--- src/rtl/riscv_lsu_pkg.sv ---
// riscv_lsu_pkg: definitions shared by the RI5CY load/store unit and its
// load-data aligner.
//   - LSU_BYTE / LSU_HALF / LSU_WORD : data_type encodings (2'b11 acts as word)
//   - lsu_state_t                    : bus handshake FSM states
//   - be_gen()                       : byte enables for the first or second phase
//   - is_misaligned()                : access crosses a word boundary
package riscv_lsu_pkg;

  localparam logic [1:0] LSU_BYTE = 2'b00;
  localparam logic [1:0] LSU_HALF = 2'b01;
  localparam logic [1:0] LSU_WORD = 2'b10;

  typedef enum logic [1:0] {
    IDLE,
    WAIT_GNT,
    WAIT_RVALID
  } lsu_state_t;

  function automatic logic [3:0] be_gen(input logic [1:0] dtype,
                                        input logic [1:0] off,
                                        input logic       second);
    logic [3:0] be;
    if (second) begin
      // Second phase only exists for word (off 1..3) and half (off 3).
      if (dtype == LSU_HALF) be = 4'b0001;
      else                   be = 4'b1111 >> (3'd4 - {1'b0, off});
    end else begin
      case (dtype)
        LSU_BYTE: be = 4'b0001 << off;
        LSU_HALF: be = 4'b0011 << off;
        default:  be = 4'b1111 << off;
      endcase
    end
    return be;
  endfunction

  function automatic logic is_misaligned(input logic [1:0] dtype,
                                         input logic [1:0] off);
    if (dtype == LSU_BYTE)      return 1'b0;
    else if (dtype == LSU_HALF) return (off == 2'd3);
    else                        return (off != 2'd0);
  endfunction

endpackage

--- src/rtl/riscv_lsu_align.sv ---
// riscv_lsu_align: combinational load-data aligner. Rotates the returned bus
// word(s) down by the byte offset, merges both halves of a split access and
// sign/zero-extends byte and halfword results. Also used by the debug memory
// path.
//   i_rdata      : bus data of the final (or only) response
//   i_rdata_1st  : bus data of the first response of a split access
//   i_split      : access was split into two bus transactions
//   i_off        : byte offset of the original address
//   i_type       : LSU_BYTE / LSU_HALF / LSU_WORD
//   i_sign       : sign-extend byte/half results
//   o_rdata      : aligned, extended load data
module riscv_lsu_align
  import riscv_lsu_pkg::*;
(
  input  logic [31:0] i_rdata,
  input  logic [31:0] i_rdata_1st,
  input  logic        i_split,
  input  logic [1:0]  i_off,
  input  logic [1:0]  i_type,
  input  logic        i_sign,
  output logic [31:0] o_rdata
);

  logic [63:0] w_cat;
  logic [31:0] w_raw;

  always_comb begin
    w_cat = i_split ? {i_rdata, i_rdata_1st} : {32'h0, i_rdata};
    w_raw = 32'(w_cat >> {i_off, 3'b000});
    case (i_type)
      LSU_BYTE: o_rdata = {{24{i_sign & w_raw[7]}},  w_raw[7:0]};
      LSU_HALF: o_rdata = {{16{i_sign & w_raw[15]}}, w_raw[15:0]};
      default:  o_rdata = w_raw;
    endcase
  end

endmodule

--- src/rtl/riscv_lsu_wb_stage.sv ---
// riscv_lsu_wb_stage: RI5CY load/store unit spanning EX/WB. Computes the data
// address, runs the req/gnt/rvalid handshake (one outstanding transaction),
// aligns load data and registers it for writeback.
//   EX side  : data_req_ex_i, data_we_ex_i, data_type_ex_i, data_sign_ext_ex_i,
//              operand_a_ex_i, operand_b_ex_i, data_wdata_ex_i, ex_valid_i
//   Status   : lsu_ready_ex_o, lsu_ready_wb_o, data_misaligned_o,
//              data_err_misaligned_o
//   WB data  : lsu_rdata_o, lsu_rvalid_o (one cycle after the final rvalid)
//   Bus      : data_req_o, data_gnt_i, data_rvalid_i, data_addr_o, data_we_o,
//              data_be_o, data_wdata_o, data_rdata_i
// Build option: define RISCV_LSU_MISALIGNED_EN to split misaligned accesses
// into two bus transactions; otherwise they are rejected with a one-cycle
// data_err_misaligned_o pulse and never reach the bus.
module riscv_lsu_wb_stage
  import riscv_lsu_pkg::*;
#(
  parameter int unsigned ADDR_WIDTH = 32
) (
  input  logic                  clk,
  input  logic                  rst,
  input  logic                  data_req_ex_i,
  input  logic                  data_we_ex_i,
  input  logic [1:0]            data_type_ex_i,
  input  logic                  data_sign_ext_ex_i,
  input  logic [31:0]           operand_a_ex_i,
  input  logic [31:0]           operand_b_ex_i,
  input  logic [31:0]           data_wdata_ex_i,
  input  logic                  ex_valid_i,
  output logic                  lsu_ready_ex_o,
  output logic                  lsu_ready_wb_o,
  output logic [31:0]           lsu_rdata_o,
  output logic                  lsu_rvalid_o,
  output logic                  data_misaligned_o,
  output logic                  data_err_misaligned_o,
  output logic                  data_req_o,
  input  logic                  data_gnt_i,
  input  logic                  data_rvalid_i,
  output logic [ADDR_WIDTH-1:0] data_addr_o,
  output logic                  data_we_o,
  output logic [3:0]            data_be_o,
  output logic [31:0]           data_wdata_o,
  input  logic [31:0]           data_rdata_i
);

  lsu_state_t r_state, w_state_next;

  logic [1:0]            r_type, r_off;
  logic                  r_sign, r_we;
  logic [ADDR_WIDTH-1:0] r_bus_addr;
  logic [3:0]            r_bus_be;
  logic [31:0]           r_bus_wdata;
  logic                  r_bus_we;
  logic [31:0]           r_rdata;
  logic                  r_rvalid;

  logic [31:0]           w_addr, w_wdata_rot, w_aligned, w_rdata_1st;
  logic [1:0]            w_off;
  logic                  w_misal, w_final, w_split, w_new_slot, w_new_done;
  logic                  w_issue_new, w_issue_2nd, w_err;
  logic                  w_req, w_we, w_ready_ex, w_ready_wb;
  logic [ADDR_WIDTH-1:0] w_bus_addr;
  logic [3:0]            w_bus_be;
  logic [31:0]           w_bus_wdata;

  // Control fields are latched when the access is issued to the bus instead.
  logic w_unused_ex_valid;
  assign w_unused_ex_valid = ex_valid_i;

  assign w_addr      = operand_a_ex_i + operand_b_ex_i;
  assign w_off       = w_addr[1:0];
  assign w_misal     = is_misaligned(data_type_ex_i, w_off);
  assign w_wdata_rot = 32'({data_wdata_ex_i, data_wdata_ex_i} >> (6'd32 - {1'b0, w_off, 3'b000}));

`ifdef RISCV_LSU_MISALIGNED_EN
  logic                  r_split, r_second;
  logic [31:0]           r_rdata_1st, r_wdata;
  logic [ADDR_WIDTH-1:0] r_addr;

  assign w_split     = r_split;
  assign w_rdata_1st = r_rdata_1st;
  assign w_final     = !r_split || r_second;
  assign w_err       = 1'b0;
  assign w_issue_2nd = (r_state == WAIT_RVALID) && data_rvalid_i && !w_final;
  assign w_new_done  = !data_req_ex_i || (data_gnt_i && !w_misal);
  assign data_misaligned_o = !rst && (r_state == WAIT_RVALID) && r_split && !r_second;
`else
  assign w_split     = 1'b0;
  assign w_rdata_1st = '0;
  assign w_final     = 1'b1;
  assign w_err       = w_new_slot && data_req_ex_i && w_misal;
  assign w_issue_2nd = 1'b0;
  assign w_new_done  = !data_req_ex_i || w_misal || data_gnt_i;
  assign data_misaligned_o = 1'b0;
`endif

  // A new EX request may go out from IDLE or in the cycle the final response
  // of the previous access returns (back-to-back).
  assign w_new_slot  = (r_state == IDLE) ||
                       ((r_state == WAIT_RVALID) && data_rvalid_i && w_final);
  assign w_issue_new = w_new_slot && data_req_ex_i && !(w_misal && !w_split_ok());

  function automatic logic w_split_ok();
`ifdef RISCV_LSU_MISALIGNED_EN
    return 1'b1;
`else
    return 1'b0;
`endif
  endfunction

  always_comb begin
    w_state_next = r_state;
    w_req        = 1'b0;
    w_we         = 1'b0;
    w_bus_addr   = '0;
    w_bus_be     = '0;
    w_bus_wdata  = '0;
    w_ready_ex   = 1'b0;
    w_ready_wb   = 1'b1;
    case (r_state)
      IDLE:     w_ready_ex = w_new_done;
      WAIT_GNT: begin
        w_req       = 1'b1;
        w_we        = r_bus_we;
        w_bus_addr  = r_bus_addr;
        w_bus_be    = r_bus_be;
        w_bus_wdata = r_bus_wdata;
        w_ready_ex  = data_gnt_i && w_final;
        if (data_gnt_i) w_state_next = WAIT_RVALID;
      end
      WAIT_RVALID: begin
        w_ready_wb = data_rvalid_i && w_final;
        if (!w_final) w_ready_ex = w_issue_2nd && data_gnt_i;
        else          w_ready_ex = !data_req_ex_i || (data_rvalid_i && w_new_done);
        if (data_rvalid_i && w_final) w_state_next = IDLE;
      end
      default: w_state_next = IDLE;
    endcase

`ifdef RISCV_LSU_MISALIGNED_EN
    if (w_issue_2nd) begin
      w_req        = 1'b1;
      w_we         = r_we;
      w_bus_addr   = r_addr + ADDR_WIDTH'(4);
      w_bus_be     = be_gen(r_type, r_off, 1'b1);
      w_bus_wdata  = r_wdata;
      w_state_next = data_gnt_i ? WAIT_RVALID : WAIT_GNT;
    end
`endif
    if (w_issue_new) begin
      w_req        = 1'b1;
      w_we         = data_we_ex_i;
      w_bus_addr   = {w_addr[ADDR_WIDTH-1:2], 2'b00};
      w_bus_be     = be_gen(data_type_ex_i, w_off, 1'b0);
      w_bus_wdata  = w_wdata_rot;
      w_state_next = data_gnt_i ? WAIT_RVALID : WAIT_GNT;
    end

    if (rst) begin
      w_state_next = IDLE;
      w_req        = 1'b0;
      w_we         = 1'b0;
      w_bus_addr   = '0;
      w_bus_be     = '0;
      w_bus_wdata  = '0;
      w_ready_ex   = 1'b1;
      w_ready_wb   = 1'b1;
    end
  end

  riscv_lsu_align u_align (
    .i_rdata     (data_rdata_i),
    .i_rdata_1st (w_rdata_1st),
    .i_split     (w_split),
    .i_off       (r_off),
    .i_type      (r_type),
    .i_sign      (r_sign),
    .o_rdata     (w_aligned)
  );

  always_ff @(posedge clk) begin
    if (rst) begin
      r_state     <= IDLE;
      r_type      <= '0;
      r_off       <= '0;
      r_sign      <= 1'b0;
      r_we        <= 1'b0;
      r_bus_addr  <= '0;
      r_bus_be    <= '0;
      r_bus_wdata <= '0;
      r_bus_we    <= 1'b0;
      r_rdata     <= '0;
      r_rvalid    <= 1'b0;
`ifdef RISCV_LSU_MISALIGNED_EN
      r_split     <= 1'b0;
      r_second    <= 1'b0;
      r_rdata_1st <= '0;
      r_wdata     <= '0;
      r_addr      <= '0;
`endif
    end else begin
      r_state  <= w_state_next;
      r_rvalid <= 1'b0;
      // Snapshot of whatever is driven; frozen while waiting for the grant.
      if (r_state != WAIT_GNT) begin
        r_bus_addr  <= w_bus_addr;
        r_bus_be    <= w_bus_be;
        r_bus_wdata <= w_bus_wdata;
        r_bus_we    <= w_we;
      end
      if ((r_state == WAIT_RVALID) && data_rvalid_i && w_final && !r_we) begin
        r_rdata  <= w_aligned;
        r_rvalid <= 1'b1;
      end
      if (w_issue_new) begin
        r_type <= data_type_ex_i;
        r_off  <= w_off;
        r_sign <= data_sign_ext_ex_i;
        r_we   <= data_we_ex_i;
      end
`ifdef RISCV_LSU_MISALIGNED_EN
      if (w_issue_new) begin
        r_split  <= w_misal;
        r_second <= 1'b0;
        r_wdata  <= w_wdata_rot;
        r_addr   <= {w_addr[ADDR_WIDTH-1:2], 2'b00};
      end else if (w_issue_2nd) begin
        r_second    <= 1'b1;
        r_rdata_1st <= data_rdata_i;
      end
`endif
    end
  end

  assign data_req_o            = w_req;
  assign data_we_o             = w_we;
  assign data_addr_o           = w_bus_addr;
  assign data_be_o             = w_bus_be;
  assign data_wdata_o          = w_bus_wdata;
  assign lsu_ready_ex_o        = w_ready_ex;
  assign lsu_ready_wb_o        = w_ready_wb;
  assign data_err_misaligned_o = w_err && !rst;
  assign lsu_rdata_o           = r_rdata;
  assign lsu_rvalid_o          = r_rvalid;

endmodule

--- config.mk ---
export PLATFORM = sky130hd
export DESIGN_NAME = riscv_lsu_wb_stage
export DESIGN_NICKNAME = d
export VERILOG_FILES = /design/src/rtl/riscv_lsu_pkg.sv /design/src/rtl/riscv_lsu_align.sv /design/src/rtl/riscv_lsu_wb_stage.sv
export SDC_FILE = /design/constraint.sdc
export NUM_CORES = 1
export LEC_CHECK = 0
export BUFFER_PORTS_ARGS = -buffer_cell sky130_fd_sc_hd__buf_2
export CAP_MARGIN = 40
export CORE_ASPECT_RATIO = 0.6
export CORE_UTILIZATION = 56
export CTS_BUF_LIST = sky130_fd_sc_hd__clkbuf_8
export DETAILED_ROUTE_END_ITERATION = 8
export GPL_TIMING_DRIVEN = 1
export PLACE_DENSITY = 0.95
export SLEW_MARGIN = 20
export SYNTH_ARGS = -nofsm -noshare
export SYNTH_HDL_FRONTEND = slang
export SYNTH_SLANG_ARGS = --single-unit
--- constraint.sdc ---
create_clock -name clk -period 5.9 [get_ports clk]
set_clock_uncertainty 0.1 [all_clocks]
set_input_delay 0.59 -clock clk [delete_from_list [all_inputs] [get_ports clk]]
set_output_delay 0.59 -clock clk [all_outputs]
set_load 0.005 [all_outputs]
Word-level counts from Yosys, hierarchy flattened. Cells that the tools add are included.

Add/sub/neg operators: 2. Equal/unequal tests: 9. Shift operators: 5. Multiplexer cells: 29. Bitwise gates (word level): 2. Reductions and logical operators: 20.

Operator list (count): $mux 32 (6); $pmux 32 s2 (1); $shr 64x6->32 (1); $add 32x32->32 (1); $shr 32x5->32 (1); $mux 1 (12); $mux 4 (3); $mux 2 (4); $pmux 4 s2 (1); $logic_and 1x1->1 (7); $eq 2x1->1 const B (3); $logic_not 2->1 (3); $ne 3x3->1 const B (2); $pmux 2 s3 (1); $sub 6x5->6 const A (1); $eq 2x2->1 const B (2); $logic_not 1->1 (4); $logic_or 1x1->1 (4); $shl 1x2->4 const A (1); $shl 2x2->4 const A (1); $shl 4x2->4 const A (1); $pmux 1 s3 (1); $reduce_and 3->1 (1); $and 1x1->1 (2); other kinds (3) (3).

Bits in registers: 110. Logic and storage cells: 78.

Longest topological paths before layout. Gate-level depths: netlist (run 1).

Word-level depth: 10. Mapped depth: 13.

Modules after synthesis. A second synthesis (run 1) with hierarchy kept.

Cells, all modules: 1044. Area, all modules: 8136.6 um^2.

Modules (own cells, without submodules): riscv_lsu_wb_stage (instances 1, cells an instance 843, area each 6543.8 um^2, sequential area each 2202.1 um^2); riscv_lsu_align (instances 1, cells an instance 201, area each 1592.8 um^2, sequential area each 0.0 um^2).

Least setup slack after synthesis (run 1). Ideal clock, no wire load.

Path type: input to output. Start: input port operand_a_ex_i[0]. End: output port data_wdata_o[31]. Arrival time: 3107 ps. Slack: 2103 ps. Stages on the path: 12. Buffers on the path: 2. Cells stage by stage: ha_1 -> fa_1 -> inv_1 -> ha_1 -> clkbuf_1 -> clkinv_1 -> nor2_1 -> clkbuf_1 -> a22oi_1 -> o22ai_1 -> a22oi_1 -> nor2_1.

Word-level cells in the longest chain between the ends: 8. Elaborated cells between the ends (all ways): 11. Classes of those cells: add/sub (2); eq/ne (1); shift (1); mux (4); reduce/logical (3).

RTL lines: start: declaration (line riscv_lsu_wb_stage.sv:25) `input logic [31:0] operand_a_ex_i,`; $add 32x32->32 (*) (line riscv_lsu_wb_stage.sv:69) `assign w_addr = operand_a_ex_i + operand_b_ex_i;`; named net w_addr[1] (line riscv_lsu_wb_stage.sv:56) `logic [31:0] w_addr, w_wdata_rot, w_aligned, w_rdata_1st;`; parallel branches: the longest is 5 deep, another holds $sub 6x5->6; $mux 32 (*) (line riscv_lsu_wb_stage.sv:149) `if (w_issue_new) begin`; $mux 32 (*) (line riscv_lsu_wb_stage.sv:158) `if (rst) begin`; end: declaration (line riscv_lsu_wb_stage.sv:41) `output logic [31:0] data_wdata_o,`.

Mark *: on every way through the listed nets, which the timed path passes.

Worst setup path after layout (run 1).
Start: input port operand_a_ex_i[0]. End: output port data_addr_o[27].

Word-level cells in the longest chain between the ends: 8. Elaborated cells between the ends (all ways): 9. Classes of those cells: add/sub (1); eq/ne (1); mux (4); reduce/logical (3).

RTL lines: $add 32x32->32 (*) (line riscv_lsu_wb_stage.sv:69); named net w_addr[0] (line riscv_lsu_wb_stage.sv:56); $eq 2x2->1 or $reduce_bool 2->1 (tied branches) (line riscv_lsu_pkg.sv:40, riscv_lsu_pkg.sv:41); $mux 1 (*) (line riscv_lsu_pkg.sv:40) `else if (dtype == LSU_HALF) return (off == 2'd3);`; $mux 1 (*) (line riscv_lsu_pkg.sv:39) `if (dtype == LSU_BYTE) return 1'b0;`; $logic_not 1->1 (*) (line riscv_lsu_wb_stage.sv:100) `assign w_issue_new = w_new_slot && data_req_ex_i && !(w_misal && !w_split_ok());`; $logic_and 1x1->1 (*) (line riscv_lsu_wb_stage.sv:100); $mux 32 (*) (line riscv_lsu_wb_stage.sv:149); $mux 32 (*) (line riscv_lsu_wb_stage.sv:158); end: declaration (line riscv_lsu_wb_stage.sv:38) `output logic [ADDR_WIDTH-1:0] data_addr_o,`.

The timed path passes the listed nets; every way through them passes the cells marked *.

==> impl_metrics.py, run 1 <==
metrics = {
    "outcome": {
        "status": "completed",
    },
    "clock_network": {
        "clkTransAtPathRegs_ns": 0.13,
        "cts_sinks": 110,
        "postCtsSetupRepairBufs": 0,
        "cts_tree": "yes",
        "cts-buffers-inserted": 9,
        "clk_path_buf_depth": 2,
        "clk_lat_worst_skew_ns": 0.39,
        "postCtsHoldBufs": 0,
        "clock-root-buffer": "clkbuf_8",
        "cts_repair_resized_insts": 0,
        "clock_tree.htree_level_count": 3,
    },
    "sta": {
        "finalSetupViolCount": 0,
        "max_slew_margin_pct": 52.8,
        "layout_worst_path_cycle_share_pct": 77.6,
        "final.hold.worst_slack_ns": 0.343,
        "timing.final.crit_period_ns": 4.58,
        "tightest_slew_ns": 0.706,
        "fmax_mhz": 219,
        "setup-tns-final_ns": 0,
        "final-hold-violation-count": 0,
        "slew_viol_final": 0,
        "grt_setup_unrepaired": "no",
    },
    "yosys": {
        "yosys.cell_count.top_type": "nor2_1",
        "synth_area_per_cell_um2": 7.87,
        "netlist_top_cells_area": "dfxtp_1, nor2_1, mux2i_1",
        "netlist.area_leader.share_pct": 31.4,
        "ys.flop_type": "dfxtp_1",
        "synth.distinct_cells": 58,
        "async_flop_share_pct": 0,
        "synth-seq-cells": 110,
        "yosysWarningCount": 0,
        "yosysTopAreaCell": "dfxtp_1",
        "post_synth_instance_area_mm2": 0.00700,
        "synth.net_count": 1061,
        "seq_total_area_yosys_pct": 31.4,
        "synth_enable_flop_cells": 0,
        "synthesis.instances": 890,
        "synth_common_cells": "nor2_1, dfxtp_1, nand2_1",
    },
    "cells_and_area": {
        "drive_gt1_share_pct": 27.0,
        "fill_cell_total_of_the_finished_layout": 1014,
        "area_growth_pct": 21.0,
        "diodes": 0,
        "finish.net_count": 1253,
    },
    "detailed_routing": {
        "route.vias.total": 7461,
        "wl_met2_mm": 9.23,
        "met1Wirelength_mm": 9.18,
        "antenna_violating_nets_post_route": 0,
        "drc_viols": 0,
        "initialDrtViolationCount": 595,
        "drt-total-wl_mm": 20.8,
        "drt_wl_cell_um": 16.6,
        "met3_length_mm": 2.12,
        "route.top_layer_used": "met4",
        "drt-vias-per-instance": 5.96,
        "detail_route.first_pass.iterations": 5,
    },
    "setup_path": {
        "cell_depth_of_the_worst_flop_to_flop_path": 8,
        "cp-end-kind": "output pin",
        "critical_path.cell_chain": "buf_2 > ha_1 > buf_4 > inv_1 > ha_1 > mux2_2 > nand2_1 > or3_1 > nor2_2 > buf_4 > a22o_1 > buf_2",
        "timing.rr.end": "lsu_rdata_o[27]",
        "regToRegSetupSlack_ns": 3.44,
        "critPathArrivalTime_ns": 3.89,
        "critPathLaunch": "operand_a_ex_i[0]",
        "cp.required_ns": 5.21,
        "crit_slowest_cell": "or3_1",
        "combined_buffer_and_inverter_count_along_the_critical_path": 5,
        "regToRegStartpoint": "r_off[0]",
        "max_stage_delay_ns": 0.60,
        "crit_path_leading_delay_family": "buffers and inverters",
        "critical_path_peak_fanout": 40,
        "path_class": "in2out",
        "timing.critical_path.from_type": "input pin",
    },
    "floorplanning": {
        "design.core.area_mm2": 0.0121,
        "floorplan.die_area_mm2": 0.0130,
        "io_pins": 245,
        "chipWidth_um": 146,
        "die_height_um": 88.6,
        "rows": 31,
        "floorplan.initialDensity_pct": 57.7,
    },
    "pwr": {
        "share_comb_of_total_power_pct": 35.3,
        "share_clk_of_total_power_pct": 23.6,
        "power_switching_uw": 730,
        "p_per_area_mw_per_mm2": 232,
        "leakage_uw": 0.00392,
        "internal-power_uw": 1240,
        "seqPwrFrac_pct": 41.1,
        "ir_worst_vdd_uv": 115,
        "power.switching_fraction_pct": 37.1,
    },
    "global_route": {
        "antenna_found_initial": 0,
        "first_global_vias": 6465,
        "grt-ovfl-total": 0,
        "wire_length_of_the_first_global_routing_pass_mm": 32.1,
        "pin_count_of_the_biggest_net_entering_global_routing": 72,
        "global_route.usage.total_pct": 30.9,
    },
    "worst_hold_path": {
        "hold_depth": 3,
        "min_path_type": "in2reg",
        "min-delay-start": "data_sign_ext_ex_i",
        "worst_hold_path.endpoint": "r_sign",
    },
    "placement": {
        "placement.io_buffers": 242,
        "place_hpwl_mm": 15.6,
        "place.gp.congestion": 0.914,
    },
    "flow_run": {
        "maximum_capacitance_violations": 0,
    },
}
-- metrics by stage --
step | power (uW) | cells | setup slack [ns] | utilization (%) | area, um2
3_5_place_dp | 1510 | 1236 | 1.41 | 68.2 | 8280
4_1_cts | 1960 | 1252 | 1.40 | 69.8 | 8480
5_1_grt | 2080 | 1252 | 1.10 | 69.8 | 8480
2_1_floorplan | 1290 | 890 | 2.10 | - | 7000
6_report | 1970 | 1252 | 1.32 | 69.8 | 8480
3_3_place_gp | 1480 | 1234 | 1.44 | 67.9 | 8240
-- registers in the layout (all words and copies together) (netlist names) --
register	cells
r_bus_wdata	32
r_we	1
r_bus_be	4
r_state	2
r_type	2
r_bus_we	1
r_bus_addr	32
lsu_rvalid_o	1
lsu_rdata_o	32
r_off	2
r_sign	1
-- final cells by class --
type / count / area (um2) / area share, %
clock buffer: 9 / 124 / 1.46
multi-input combinational: 699 / 4520 / 53.3
tap: 165 / 206 / 2.44
sequential: 110 / 2200 / 26.0
timing repair buffer: 254 / 1320 / 15.6
clock inverter: 7 / 76.3 / 0.900
inverter: 8 / 30.0 / 0.354
-- power by group through the flow --
stage	Sequential [uW]	Clock, uW	Combinational [uW]
2_1_floorplan	817	0	474
3_3_place_gp	823	0	658
3_5_place_dp	825	0	680
4_1_cts	809	470	684
5_1_grt	814	503	758
6_report	809	464	695
-- cells in the final DEF, fill, tap and decap left out, types with 18 or more instances in the layout --
cell / instances
xnor2_1: 20
a211oi_1: 18
mux2i_1: 47
a21oi_1: 68
nor2_1: 133
ha_1: 32
o21ai_0: 21
buf_2: 241
o22ai_1: 18
nand2_1: 96
a22oi_1: 41
dfxtp_1: 110
a22o_1: 40
-- worst max-delay path by stage --
stage | cells after the start | to | slack [ns]
finish | 12 | data_addr_o[27] | 1.32
floorplan | 12 | data_wdata_o[31] | 2.10
detailed placement | 12 | data_addr_o[27] | 1.41
global placement | 12 | data_wdata_o[26] | 1.44
global route | 12 | data_addr_o[27] | 1.10
CTS | 12 | data_addr_o[27] | 1.40
-- cells by family (layout without fill, tap and decap cells) --
family          Yosys count  in the layout  synth area share (%)
simple gates            291            291                  17.5
compound gates          286            286                  28.2
flops                   110            110                  31.4
buf+inv                  81            278                  4.43
mux                      57             57                  8.49
fa+ha+maj                33             33                  6.00
xor+xnor                 31             31                  3.88
other cells               1              1                0.0535
-- tightest hold or removal path: stages --
cell and delay [ns]:
buf_2 0.11, nand2_1 0.05, a21oi_1 0.05
-- routing by layer --
| metal | vias to the layer above | track usage (%) |
|---|---|---|
| met4 | 0 | 7.95 |
| met2 | 424 | 47.6 |
| met1 | 3387 | 44.2 |
| met5 | - | 0 |
| li1 | 3616 | - |
| met3 | 34 | 6.29 |
Power figures use the tool's default switching activity.
==> run 2, diff against run 1 <==
--- a/config.mk
+++ b/config.mk
@@ -5,14 +5,15 @@
 export SDC_FILE = /design/constraint.sdc
 export NUM_CORES = 1
 export LEC_CHECK = 0
+export ABC_AREA = 1
 export BUFFER_PORTS_ARGS = -buffer_cell sky130_fd_sc_hd__buf_2
 export CAP_MARGIN = 40
 export CORE_ASPECT_RATIO = 0.6
-export CORE_UTILIZATION = 56
+export CORE_UTILIZATION = 49
 export CTS_BUF_LIST = sky130_fd_sc_hd__clkbuf_8
 export DETAILED_ROUTE_END_ITERATION = 8
 export GPL_TIMING_DRIVEN = 1
-export PLACE_DENSITY = 0.95
+export PLACE_DENSITY = 0.86
 export SLEW_MARGIN = 20
 export SYNTH_ARGS = -nofsm -noshare
 export SYNTH_HDL_FRONTEND = slang
==> constraint.sdc (replaced) <==
create_clock -name clk -period 3.9 [get_ports clk]
set_clock_uncertainty 0.1 [all_clocks]
set_input_delay 0.39 -clock clk [delete_from_list [all_inputs] [get_ports clk]]
set_output_delay 0.39 -clock clk [all_outputs]
set_load 0.005 [all_outputs]
==> run 2 against run 1 <==
Die area is 35% higher. Via count grew 29%. Global-route usage down 2.0 points. Final area grew 16%. Synthesized cell count is 56% higher. Synthesized area is 18% higher. Count of clock-buffer cells in the layout up 1. Setup slack worse by 1.2 ns. Non-clock buffer count grew 6. Clock power up 57%. Critical path depth decreased by 2. Sequential share of layout area decreased by 3.6 points.
==> impl_metrics.py, run 2 <==
metrics = {
    "setup_path": {
        "critical_path_peak_fanout": 27,
        "critPathLaunch": "operand_b_ex_i[0]",
        "max_stage_delay_ns": 0.70,
        "regToRegSetupSlack_ns": 1.57,
        "path_class": "in2out",
        "timing.critical_path.from_type": "input pin",
        "cell_depth_of_the_worst_flop_to_flop_path": 8,
        "regToRegStartpoint": "r_off[0]",
        "critical_path.cell_chain": "buf_2 > ha_1 > fa_1 > inv_1 > ha_1 > buf_4 > nand2_1 > o221ai_1 > a211oi_1 > buf_2",
        "crit_slowest_cell": "fa_1",
        "crit_end": "data_wdata_o[15]",
        "cp-end-kind": "output pin",
        "critPathArrivalTime_ns": 3.27,
        "cp.required_ns": 3.41,
        "timing.rr.end": "lsu_rdata_o[26]",
    },
    "pwr": {
        "seqPwrFrac_pct": 38.7,
        "share_comb_of_total_power_pct": 38.4,
        "ir_worst_vdd_uv": 171,
        "internal-power_uw": 1940,
        "power_switching_uw": 1230,
        "power.switching_fraction_pct": 38.8,
        "leakage_uw": 0.00568,
        "p_per_area_mw_per_mm2": 322,
        "total_power_uw": 3180,
        "share_clk_of_total_power_pct": 22.9,
    },
    "cells_and_area": {
        "most_frequent_cells_in_the_layout": "nand2_1, buf_2, inv_1, nor2_1, a21oi_1",
        "finish.net_count": 1766,
        "diodes": 0,
        "drive_gt1_share_pct": 18.6,
        "post-route-cell-area_mm2": 0.00985,
        "mostFrequentLayoutCell": "nand2_1",
        "area_growth_pct": 18.8,
        "fill_cell_total_of_the_finished_layout": 1659,
    },
    "yosys": {
        "seq_total_area_yosys_pct": 26.6,
        "yosysWarningCount": 0,
        "netlist_top_cells_area": "dfxtp_1, nand2_1, inv_1",
        "synth_area_per_cell_um2": 5.97,
        "async_flop_share_pct": 0,
        "synth_fa_ha_area_share_pct": 5.07,
        "synth_compound_gate_area_share_pct": 19.7,
        "synth.area.mux_share_pct": 2.41,
        "yosysTopAreaCell": "dfxtp_1",
        "synth.net_count": 1561,
        "synth_common_cells": "nand2_1, inv_1, nor2_1",
        "ys.flop_type": "dfxtp_1",
        "post_synth_instance_area_mm2": 0.00829,
        "combinational_family_with_the_most_area_after_synthesis": "simple AND/OR/NAND/NOR gates",
        "synth.distinct_cells": 37,
        "synth_xor_area_share_pct": 0.845,
        "synthesis.instances": 1390,
        "synth-seq-cells": 110,
        "synth_enable_flop_cells": 0,
        "yosys.cell_count.top_type": "nand2_1",
        "netlist.area_leader.share_pct": 26.6,
        "post_synth_and_or_nand_nor_area_fraction_pct": 31.5,
    },
    "detailed_routing": {
        "drt-total-wl_mm": 26.1,
        "initialDrtViolationCount": 1015,
        "route.vias.total": 9606,
        "detail_route.first_pass.iterations": 5,
        "drt-vias-per-instance": 5.25,
        "drt_wl_cell_um": 14.3,
        "antenna_violating_nets_post_route": 0,
        "drc_viols": 0,
    },
    "clock_network": {
        "clkTransAtPathRegs_ns": 0.11,
        "clock-root-buffer": "clkbuf_8",
        "cts_repair_resized_insts": 0,
        "clk_lat_worst_skew_ns": 0.37,
        "clk_path_buf_depth": 2,
        "postCtsSetupRepairBufs": 0,
        "clock_tree.htree_level_count": 3,
        "postCtsHoldBufs": 0,
        "cts_sinks": 110,
        "cts_tree": "yes",
        "cts-buffers-inserted": 9,
    },
    "sta": {
        "max_slew_margin_pct": 49.8,
        "slew_viol_final": 0,
        "finalSetupViolCount": 0,
        "layout_setup_ws_ns": 0.140,
        "tightest_slew_ns": 0.754,
        "setup-tns-final_ns": 0,
        "layout_worst_path_cycle_share_pct": 96.4,
        "timing.final.crit_period_ns": 3.76,
        "grt_setup_unrepaired": "no",
        "fmax_mhz": 266,
        "final-hold-violation-count": 0,
    },
    "floorplanning": {
        "floorplan.die_area_mm2": 0.0175,
        "chipWidth_um": 170,
        "floorplan.initialDensity_pct": 50.6,
        "io_pins": 245,
        "die_height_um": 103,
        "design.core.area_mm2": 0.0164,
        "rows": 36,
    },
    "global_route": {
        "global_route.usage.total_pct": 28.9,
        "pin_count_of_the_biggest_net_entering_global_routing": 51,
        "grt-ovfl-total": 0,
        "wire_length_of_the_first_global_routing_pass_mm": 39.8,
        "first_global_vias": 7945,
        "antenna_found_initial": 0,
    },
    "outcome": {
        "status": "completed",
    },
    "placement": {
        "place_hpwl_mm": 20.0,
        "placement.io_buffers": 242,
        "place.gp.congestion": 0.990,
        "placed_area_mm2": 0.00966,
        "place_ws_ns": 0.213,
    },
    "worst_hold_path": {
        "min_path_type": "in2reg",
    },
    "flow_run": {
        "maximum_capacitance_violations": 0,
    },
}
==> run 2: kinds of logic after synthesis <==
logic type / Yosys count
other cells: 1
xor+xnor: 8
fa+ha+maj: 33
simple gates: 647
compound gates: 277
mux: 20
buf+inv: 294
flops: 110
==> run 2: worst min path at each step <==
stage / cells after the start / start / end
global route: 2 / data_gnt_i / r_state[0]
CTS: 2 / data_gnt_i / r_state[0]
global placement: 2 / r_bus_addr[0] / r_bus_addr[0]
floorplan: 2 / r_bus_addr[0] / r_bus_addr[0]
detailed placement: 2 / r_bus_addr[1] / r_bus_addr[1]
finish: 2 / data_gnt_i / r_state[0]
==> run 2: stage by stage <==
step | std cells | util (%) | hold WS, ns
2_1_floorplan | 1390 | - | 0.333
3_3_place_gp | 1812 | 58.9 | 0.340
3_5_place_dp | 1812 | 58.9 | 0.364
4_1_cts | 1828 | 60.1 | 0.101
5_1_grt | 1828 | 60.1 | 0.114
6_report | 1828 | 60.1 | 0.121
==> run 2: power groups by stage <==
stage | logic [uW] | registers [uW] | clock network (uW)
2_1_floorplan | 818 | 1250 | 0
3_3_place_gp | 1170 | 1250 | 0
3_5_place_dp | 1190 | 1250 | 0
4_1_cts | 1200 | 1230 | 749
5_1_grt | 1360 | 1240 | 793
6_report | 1220 | 1230 | 727
==> run 2: layer usage <==
| metal | wire length (um) | GRT usage, % | up-vias |
|---|---|---|---|
| li1 | - | - | 4865 |
| met1 | 12400 | 41.9 | 4246 |
| met2 | 10700 | 43.4 | 468 |
| met3 | 2640 | 6.53 | 27 |
| met4 | 268 | 6.24 | 0 |
| met5 | 0 | 0 | - |
==> run 2: critical path: cells and delay by family <==
kind | cells | cell delay [ns]
adder cells (fa/ha/maj) | 3 | 1.28
AO/OA/AOI/OAI | 2 | 0.65
buffers and inverters | 4 | 0.64
AND/OR/NAND/NOR | 1 | 0.30
==> run 2: cell type report <==
| cell class | count | area (um2) | area share [%] |
|---|---|---|---|
| multi-input cells | 986 | 4950 | 50.2 |
| flip-flops and latches | 110 | 2200 | 22.3 |
| repair buffers | 260 | 1360 | 13.8 |
| inverters | 228 | 856 | 8.68 |
| well taps | 228 | 285 | 2.89 |
| clock buffers | 10 | 138 | 1.40 |
| clock inverters | 6 | 61.3 | 0.622 |
==> run 3, diff against run 2 <==
--- a/config.mk
+++ b/config.mk
@@ -9,11 +9,12 @@
 export BUFFER_PORTS_ARGS = -buffer_cell sky130_fd_sc_hd__buf_2
 export CAP_MARGIN = 40
 export CORE_ASPECT_RATIO = 0.6
-export CORE_UTILIZATION = 49
+export CORE_MARGIN = 5
+export CORE_UTILIZATION = 54
 export CTS_BUF_LIST = sky130_fd_sc_hd__clkbuf_8
 export DETAILED_ROUTE_END_ITERATION = 8
 export GPL_TIMING_DRIVEN = 1
-export PLACE_DENSITY = 0.86
+export PLACE_DENSITY = 0.9
 export SLEW_MARGIN = 20
 export SYNTH_ARGS = -nofsm -noshare
 export SYNTH_HDL_FRONTEND = slang
==> constraint.sdc (replaced) <==
create_clock -name clk -period 4.2 [get_ports clk]
set_clock_uncertainty 0.1 [all_clocks]
set_input_delay 0.42 -clock clk [delete_from_list [all_inputs] [get_ports clk]]
set_output_delay 0.42 -clock clk [all_outputs]
set_load 0.005 [all_outputs]
==> run 3 against run 2 <==
Critical path type unchanged. Setup slack gained 0.25 ns. Via count up 0.80%. Cell count shrank 1.6%. Critical endpoint is now data_wdata_o[29]. Register-to-register slack better by 0.35 ns. Count of clock-buffer cells in the layout decreased by 1. Sequential power is 7% lower. Routed wire length is 0.32% higher. Combinational power shrank 7%. Largest cell class unchanged.
==> impl_metrics.py, run 3 (synthesis gave the netlist of run 2 again) <==
metrics = {
    "outcome": {
        "status": "completed",
    },
    "clock_network": {
        "cts-buffers-inserted": 9,
        "clock_tree.htree_level_count": 3,
        "cts_tree": "yes",
        "postCtsHoldBufs": 0,
        "cts_repair_resized_insts": 0,
        "cts_sinks": 110,
        "clk_lat_worst_skew_ns": 0.37,
        "clkTransAtPathRegs_ns": 0.11,
        "postCtsSetupRepairBufs": 0,
        "clk_path_buf_depth": 2,
        "clock-root-buffer": "clkbuf_8",
    },
    "detailed_routing": {
        "drt_wl_cell_um": 14.5,
        "route.vias.total": 9683,
        "drc_viols": 0,
        "antenna_violating_nets_post_route": 0,
        "drt-vias-per-instance": 5.39,
        "initialDrtViolationCount": 1245,
        "drt-total-wl_mm": 26.1,
        "detail_route.first_pass.iterations": 6,
    },
    "global_route": {
        "first_global_vias": 8419,
        "grtUsageMet1_pct": 40.6,
        "antenna_found_initial": 0,
        "grt-ovfl-total": 0,
        "wire_length_of_the_first_global_routing_pass_mm": 41.0,
        "groute.layer.met2.usage_pct": 40.9,
        "pin_count_of_the_biggest_net_entering_global_routing": 98,
        "use_met3_pct": 6.32,
        "busiest_layer": "met2",
        "global_route.usage.total_pct": 27.4,
    },
    "cells_and_area": {
        "finish.net_count": 1762,
        "drive_gt1_share_pct": 18.3,
        "layout.cells.non_filler": 1798,
        "post-route-cell-area_mm2": 0.00978,
        "mostFrequentLayoutCell": "nand2_1",
        "area_growth_pct": 18.0,
        "diodes": 0,
        "most_frequent_cells_in_the_layout": "nand2_1, buf_2, inv_1, nor2_1, a21oi_1",
    },
    "sta": {
        "layout_worst_path_cycle_share_pct": 90.8,
        "max_slew_margin_pct": 49.9,
        "final.hold.worst_slack_ns": 0.144,
        "tightest_slew_ns": 0.752,
        "setup-tns-final_ns": 0,
        "fmax_mhz": 262,
        "grt_setup_unrepaired": "no",
        "finalSetupViolCount": 0,
        "final-hold-violation-count": 0,
        "timing.final.crit_period_ns": 3.81,
        "slew_viol_final": 0,
    },
    "setup_path": {
        "path_class": "in2out",
        "cp-end-kind": "output pin",
        "timing.critical_path.from_type": "input pin",
        "critPathArrivalTime_ns": 3.29,
        "cp.required_ns": 3.68,
        "critical_path_peak_fanout": 28,
    },
    "placement": {
        "placed_area_mm2": 0.00962,
        "placement.io_buffers": 242,
        "place.gp.congestion": 0.965,
        "place_inst": 1783,
        "place_hpwl_mm": 19.9,
    },
    "floorplanning": {
        "chipWidth_um": 170,
        "die_height_um": 106,
        "design.core.area_mm2": 0.0152,
        "io_pins": 245,
        "floorplan.initialDensity_pct": 54.6,
        "floorplan.die_area_mm2": 0.0180,
        "rows": 35,
    },
    "pwr": {
        "leakage_uw": 0.00566,
        "p_per_area_mw_per_mm2": 294,
        "ir_worst_vdd_uv": 154,
    },
    "worst_hold_path": {
        "min_path_type": "in2reg",
    },
    "flow_run": {
        "maximum_capacitance_violations": 0,
    },
}
==> run 3: cell types whose count changed in the layout (fill, tap and decap cells not counted), sizes merged <==
cell | before | now
bufinv | 1 | 0
buf | 260 | 256
clkbuf | 10 | 9
inv | 230 | 232
clkinv | 3 | 2
==> run 3: metal layers <==
metal,wire [um],part of all wire [%],vias to the layer above
met5,0,0,-
met4,275,1.1,0
met3,3210,12,36
met2,10900,42,530
met1,11700,45,4255
li1,-,-,4862
==> run 3: worst paths after layout <==
path | start | to | slack, ns | depth (start not counted)
hold / removal | data_gnt_i | r_state[0] | 0.14 | 2
setup reg to reg | r_off[0] | lsu_rdata_o[26] | 1.92 | 8
hold reg to reg | r_bus_addr[0] | r_bus_addr[0] | 0.36 | 2
setup / recovery | operand_a_ex_i[0] | data_wdata_o[29] | 0.39 | 11
==> run 3: power by group <==
part / internal (uW) / switching (uW)
combinational: 402 / 729
clock: 214 / 386
sequential: 1110 / 28.1
total: 1730 / 1140
==> run 3: final cells by class <==
type	instances	area (um2)
fillers	1413	5410
multi-input cells	986	4950
flip-flops and latches	110	2200
repair buffers	256	1360
inverters	228	856
well taps	203	254
clock buffers	9	124
clock inverters	6	38.8
==> run 3: metrics by stage <==
step,power (uW),setup slack [ns],utilization (%)
floorplan,1920,1.16,-
global placement,2240,0.528,63.3
detailed placement,2270,0.470,63.3
CTS,2870,0.458,64.4
global route,3060,0.284,64.4
finish,2870,0.388,64.4
==> run 3: worst max-delay path, stage by stage <==
cell	delay, ns
buf_2	0.10
ha_1	0.26
fa_1	0.69
inv_1	0.10
ha_1	0.31
buf_4	0.29
inv_1	0.18
nand2_1	0.27
o221ai_1	0.22
a211oi_1	0.29
buf_2	0.17
